===== src/rtl/multicycle_controller_pkg.sv =====
// multicycle_controller_pkg: state codes, opcodes and datapath select encodings for the multicycle RV32I controller
package multicycle_controller_pkg;
  typedef enum logic [3:0] {
    FETCH    = 4'd0,
    DECODE   = 4'd1,
    MEMADR   = 4'd2,
    MEMREAD  = 4'd3,
    MEMWB    = 4'd4,
    MEMWRITE = 4'd5,
    EXECR    = 4'd6,
    EXECI    = 4'd7,
    ALUWB    = 4'd8,
    BEQ      = 4'd9,
    JAL      = 4'd10
  } state_t;
  localparam logic [6:0] OP_LW    = 7'b0000011;
  localparam logic [6:0] OP_SW    = 7'b0100011;
  localparam logic [6:0] OP_RTYPE = 7'b0110011;
  localparam logic [6:0] OP_ITYPE = 7'b0010011;
  localparam logic [6:0] OP_BEQ   = 7'b1100011;
  localparam logic [6:0] OP_JAL   = 7'b1101111;
  localparam logic [2:0] ALU_ADD = 3'b000;
  localparam logic [2:0] ALU_SUB = 3'b001;
  localparam logic [2:0] ALU_AND = 3'b010;
  localparam logic [2:0] ALU_OR  = 3'b011;
  localparam logic [2:0] ALU_SLT = 3'b101;
  localparam logic [1:0] ALUOP_ADD   = 2'b00;
  localparam logic [1:0] ALUOP_SUB   = 2'b01;
  localparam logic [1:0] ALUOP_FUNCT = 2'b10;
  localparam logic [2:0] IMM_I = 3'b000;
  localparam logic [2:0] IMM_S = 3'b001;
  localparam logic [2:0] IMM_B = 3'b010;
  localparam logic [2:0] IMM_J = 3'b011;
  localparam logic [1:0] SRCA_PC    = 2'b00;
  localparam logic [1:0] SRCA_OLDPC = 2'b01;
  localparam logic [1:0] SRCA_A     = 2'b10;
  localparam logic [1:0] SRCB_WD    = 2'b00;
  localparam logic [1:0] SRCB_IMM   = 2'b01;
  localparam logic [1:0] SRCB_4     = 2'b10;
  localparam logic [1:0] RES_ALUOUT = 2'b00;
  localparam logic [1:0] RES_DATA   = 2'b01;
  localparam logic [1:0] RES_ALURES = 2'b10;
endpackage


===== src/rtl/multicycle_controller_alu_decoder.sv =====
// mc_alu_decoder: maps ALUOp and instruction funct fields to the ALUControl code
module mc_alu_decoder
  import multicycle_controller_pkg::*;
(
  input  logic [1:0] alu_op,
  input  logic [2:0] funct3,
  input  logic       funct7b5,
  input  logic       op5,
  output logic [2:0] alu_control
);
  logic [2:0] funct_ctrl;
  // sub only for R-type (op[5]=1); addi with imm[10]=1 must stay an add
  assign funct_ctrl = funct3 == 3'b000 ? ((op5 & funct7b5) ? ALU_SUB : ALU_ADD) :
                      funct3 == 3'b010 ? ALU_SLT :
                      funct3 == 3'b110 ? ALU_OR :
                      funct3 == 3'b111 ? ALU_AND : ALU_ADD;
  assign alu_control = alu_op == ALUOP_SUB   ? ALU_SUB :
                       alu_op == ALUOP_FUNCT ? funct_ctrl : ALU_ADD;
endmodule


===== src/rtl/multicycle_controller.sv =====
// multicycle_controller: Moore FSM sequencing the multicycle RV32I datapath (lw/sw/R/I/beq/jal).
// Optional MC_CTRL_MEMREADY_EN adds a MemReady handshake that stalls FETCH/MEMREAD/MEMWRITE.
module multicycle_controller
  import multicycle_controller_pkg::*;
#(
  parameter int STATE_W = 4
) (
  input  logic               clk,
  input  logic               reset,
  input  logic [6:0]         op,
  input  logic [2:0]         funct3,
  input  logic               funct7b5,
  input  logic               Zero,
`ifdef MC_CTRL_MEMREADY_EN
  input  logic               MemReady,
`endif
  output logic               PCWrite,
  output logic               AdrSrc,
  output logic               MemWrite,
  output logic               IRWrite,
  output logic               RegWrite,
  output logic [1:0]         ResultSrc,
  output logic [1:0]         ALUSrcA,
  output logic [1:0]         ALUSrcB,
  output logic [2:0]         ALUControl,
  output logic [2:0]         ImmSrc,
  output logic [STATE_W-1:0] State
);
  state_t     state, next;
  logic       ready, pc_update, branch, mem_write, ir_write, reg_write;
  logic [1:0] alu_op;
`ifdef MC_CTRL_MEMREADY_EN
  assign ready = MemReady;
`else
  assign ready = 1'b1;
`endif
  always_ff @(posedge clk or negedge reset)
    if (!reset) state <= FETCH;
    else state <= next;
  always_comb begin
    next      = FETCH;
    pc_update = 1'b0;
    branch    = 1'b0;
    mem_write = 1'b0;
    ir_write  = 1'b0;
    reg_write = 1'b0;
    AdrSrc    = 1'b0;
    ResultSrc = RES_ALUOUT;
    ALUSrcA   = SRCA_PC;
    ALUSrcB   = SRCB_WD;
    alu_op    = ALUOP_ADD;
    case (state)
      FETCH: begin
        next      = ready ? DECODE : FETCH;
        ir_write  = ready;
        pc_update = ready;
        ALUSrcB   = SRCB_4;
        ResultSrc = RES_ALURES;
      end
      DECODE: begin
        next    = (op == OP_LW || op == OP_SW) ? MEMADR :
                  op == OP_RTYPE ? EXECR :
                  op == OP_ITYPE ? EXECI :
                  op == OP_BEQ   ? BEQ :
                  op == OP_JAL   ? JAL : FETCH;
        ALUSrcA = SRCA_OLDPC;
        ALUSrcB = SRCB_IMM;
      end
      MEMADR: begin
        next    = op == OP_LW ? MEMREAD : MEMWRITE;
        ALUSrcA = SRCA_A;
        ALUSrcB = SRCB_IMM;
      end
      MEMREAD: begin
        next   = ready ? MEMWB : MEMREAD;
        AdrSrc = 1'b1;
      end
      MEMWB: begin
        ResultSrc = RES_DATA;
        reg_write = 1'b1;
      end
      MEMWRITE: begin
        next      = ready ? FETCH : MEMWRITE;
        AdrSrc    = 1'b1;
        mem_write = 1'b1;
      end
      EXECR: begin
        next    = ALUWB;
        ALUSrcA = SRCA_A;
        alu_op  = ALUOP_FUNCT;
      end
      EXECI: begin
        next    = ALUWB;
        ALUSrcA = SRCA_A;
        ALUSrcB = SRCB_IMM;
        alu_op  = ALUOP_FUNCT;
      end
      ALUWB: reg_write = 1'b1;
      BEQ: begin
        ALUSrcA = SRCA_A;
        alu_op  = ALUOP_SUB;
        branch  = 1'b1;
      end
      JAL: begin
        next      = ALUWB;
        ALUSrcA   = SRCA_OLDPC;
        ALUSrcB   = SRCB_4;
        pc_update = 1'b1;
      end
      default: next = FETCH;
    endcase
  end
  // strobes are gated by reset so nothing is written while the FSM is held in FETCH
  assign PCWrite  = reset & (pc_update | (branch & Zero));
  assign MemWrite = reset & mem_write;
  assign IRWrite  = reset & ir_write;
  assign RegWrite = reset & reg_write;
  assign ImmSrc   = op == OP_SW  ? IMM_S :
                    op == OP_BEQ ? IMM_B :
                    op == OP_JAL ? IMM_J : IMM_I;
  assign State    = STATE_W'(state);
  mc_alu_decoder u_alu_dec (
    .alu_op      (alu_op),
    .funct3      (funct3),
    .funct7b5    (funct7b5),
    .op5         (op[5]),
    .alu_control (ALUControl)
  );
endmodule


===== config.mk =====
export PLATFORM = sky130hd
export DESIGN_NAME = multicycle_controller
export DESIGN_NICKNAME = d
export VERILOG_FILES = /design/src/rtl/multicycle_controller_pkg.sv /design/src/rtl/multicycle_controller_alu_decoder.sv /design/src/rtl/multicycle_controller.sv
export SDC_FILE = /design/constraint.sdc
export NUM_CORES = 1
export LEC_CHECK = 0
export CORE_UTILIZATION = 34
export DETAILED_ROUTE_END_ITERATION = 7
export GPL_TIMING_DRIVEN = 0
export PLACE_DENSITY = 0.82
export SYNTH_ARGS = -nofsm -noshare
export SYNTH_HDL_FRONTEND = slang
export SYNTH_SLANG_ARGS = --single-unit

===== constraint.sdc =====
create_clock -name clk -period 1.79 [get_ports clk]
set_clock_uncertainty 0.05 [all_clocks]
set_input_delay 0.358 -clock clk [delete_from_list [all_inputs] [get_ports clk]]
set_output_delay 0.358 -clock clk [all_outputs]
set_load 0.02 [all_outputs]

==> impl_metrics.json <==
{
  "clockBufferDepth": 2,
  "grt_pass1_wl_um": 2408,
  "grt_pass1_vias": 576,
  "ys_seq_elements": 4,
  "htreeDepth": 1,
  "slew_viol_final": 0,
  "clock-sinks": 4,
  "grt_usage_pct": 21.73,
  "period_share_pct": 98.46,
  "fin_area_sq_um": 943.4,
  "wl_um": 1749,
  "syn-num-nets": 87,
  "cap_violations": 0,
  "hpwl_um": 1241,
  "clkLatencyLatePin_ns": 0.24,
  "final_cell_count_no_fill": 129,
  "routedWlPerCell_um": 13.56,
  "max_freq_mhz": 567.4,
  "p_per_area_mw_per_mm2": 858.3,
  "core_sq_mm": 0.001350,
  "critPathRequiredTime_ns": 1.38,
  "clk_pin_slew_ns": 0.04,
  "whs_ns": 0.04074,
  "critPathKind": "reg2out",
  "swShare_pct": 44.63,
  "netlist_top_cells_area": "dfrtp_1 20%, nor3b_1 7.3%, nor2_1 6.6%",
  "p_comb_share_pct": 69.2,
  "hold_viol": 0,
  "place_inst": 121,
  "path_cells": "nor2b_4 -> nand3b_1 -> nor3b_2 -> buf_4",
  "arrival_ns": 1.35,
  "pwr-share-clk_pct": 14.2,
  "min-delay-path-class": "in2async",
  "syn_area_sq_um": 513.0,
  "fin_nets": 130,
  "io_buffers": 33,
  "rows": 13,
  "min_period_ns": 1.763,
  "via_count": 702,
  "diodes": 0,
  "grt_max_degree": 11,
  "drive_gt1_share_pct": 38.60,
  "worst_path_largest_cell_delay_ns": 0.43,
  "area_growth_pct": 83.90,
  "crit_fanout": 7,
  "start_util_pct": 38.00,
  "vias_per_cell": 5.442,
  "pre_cts_ws_ns": -0.6467,
  "antenna_found_initial": 0,
  "antenna_left": 0,
  "final.setup.worst_slack_ns": 0.02748,
  "die_w_um": 40.85,
  "yosys_warnings": 0,
  "reg2reg_slack_ns": 0.22,
  "route.detailed.drc": 0,
  "cts_hold_buf": 0,
  "finalSetupViolCount": 0,
  "status": "completed",
  "netlist_instances": 73,
  "placed_area_sq_um": 867.1,
  "timing.rr.end": "State[2]$_DFF_PN0_",
  "end_kind": "primary output",
  "numCtsBuffers": 3,
  "p_switching_uw": 361.4,
  "vdd_drop_max_uv": 536.1,
  "p_leak_uw": 0.0004221,
  "die_y_um": 40.85,
  "tritoncts": "built",
  "synth.yosys.seq_area_share_pct": 19.51,
  "synth_top_area_share_pct": 19.51,
  "synth_area_per_cell_sq_um": 7.027,
  "p_int_uw": 448.3,
  "die_area_sq_mm": 0.001668,
  "dr.pass1.iters": 4,
  "rsz0062_at_grt": "yes",
  "globalRouteOverflowTotal": 0,
  "crit-reg2reg-launch": "State[0]$_DFF_PN0_",
  "drt_iter0_markers": 25,
  "largest_reg_flops": 4,
  "synth_cell_types": 33,
  "synth_largest_area_cell": "dfrtp_1",
  "power_frac_seq_pct": 16.6,
  "final_cell_mix": "16 x buf_4, 11 x clkdlybuf4s50_1, 8 x nor2_1",
  "cp_slowest_cell": "dfrtp_2",
  "reg2reg_depth": 4,
  "io_pins": 35,
  "final.setup.tns_ns": 0,
  "critPathLaunchType": "flip-flop",
  "root_buffer": "clkbuf_4",
  "layout_commonest_cell": "buf_4",
  "routabilityCongestion": 0.8374
}
[cells in the mapped netlist]
| cell type | count |
|---|---|
| and3b_1 | 1 |
| nor2_1 | 9 |
| and3_1 | 1 |
| clkbuf_1 | 1 |
| a31oi_1 | 1 |
| o22ai_1 | 4 |
| a21oi_1 | 2 |
| or2_0 | 1 |
| nor3b_1 | 5 |
| or2_4 | 1 |
| nor3_1 | 3 |
| a221oi_2 | 1 |
| xnor2_1 | 2 |
| o31ai_1 | 2 |
| or3_1 | 2 |
| buf_2 | 3 |
| nand2_1 | 7 |
| or3_4 | 1 |
| inv_1 | 1 |
| buf_4 | 1 |
| nand3b_1 | 1 |
| nand3_1 | 2 |
| and2_1 | 2 |
| o41ai_1 | 1 |
| nor2b_1 | 4 |
| conb_1 | 1 |
| nand2b_1 | 2 |
| o22a_1 | 1 |
| xor2_1 | 1 |
| dfrtp_1 | 4 |
| a22oi_1 | 1 |
| nand4_1 | 2 |
| o21ai_0 | 2 |
[layout make-up]
| type | count | area [sq um] |
|---|---|---|
| Buffer | 5 | 45.04 |
| Fill cell | 122 | 406.6 |
| Clock buffer | 3 | 22.52 |
| Timing Repair Buffer | 38 | 311.5 |
| Tap cell | 15 | 18.77 |
| Multi-Input combinational cell | 63 | 436.7 |
| Sequential cell | 4 | 105.1 |
| Inverter | 1 | 3.754 |
[worst max path at each step]
stage                                  start             to  slack [ns]
after floorplan           State[1]$_DFF_PN0_         AdrSrc       0.009
after global placement                 op[5]      ImmSrc[0]       -0.65
after detailed placement               op[5]      ImmSrc[0]       -0.65
after CTS                              op[3]      ImmSrc[0]       -0.12
after global routing      State[1]$_DFF_PN0_     ALUSrcB[0]       -0.02
final                     State[2]$_DFF_PN0_  ALUControl[2]        0.03
[what timing repair did]
| action | in CTS | in global routing |
|---|---|---|
| cloned | 0 | 0 |
| pin swaps | 1 | 2 |
| endpoints found under the setup margin | 16 | 15 |
| resized for setup | 81 | 20 |
| buffers inserted | 0 | 5 |
[power groups by stage]
| stage | Clock, uW | Combinational [uW] | Sequential (uW) |
|---|---|---|---|
| after floorplan | 0 | 272 | 140 |
| after detailed placement | 0 | 516 | 128 |
| final | 115 | 560 | 135 |
| after CTS | 112 | 485 | 133 |
| after global routing | 118 | 601 | 140 |
| after global placement | 0 | 507 | 128 |
[cell families after synthesis]
family                    after synthesis  share of synthesized area, %
buffers and inverters                   6                         5.852
xor gates and xnor gates                3                         5.123
AOI/OAI and AO/OA                      15                         20.73
DFF                                     4                         19.51
and+or+nand+nor                        44                         48.05
other                                   1                        0.7310
[metrics by stage]
stage | total power [uW] | utilization, %
after detailed placement | 644.9 | 64.23
after floorplan | 411.5 | -
after global routing | 858.3 | 69.88
final | 809.7 | 69.88
after global placement | 635.4 | 64.23
after CTS | 730.5 | 65.71
[worst max-delay path, delay by kind of cell, from the launching register on]
kind / cells / cell delay (ns)
DFF: 1 / 0.43
buffers and inverters: 1 / 0.17
and+or+nand+nor: 3 / 0.51
[metal layers]
layer	global-route usage (%)	wire, um	share of wire, %
met1	25.33	715	41
met2	39.45	871	50
met3	3.261	143	8.2
met4	7.500	19	1.1
met5	0	0	0
No activity file was read; power rests on OpenSTA's default activity.
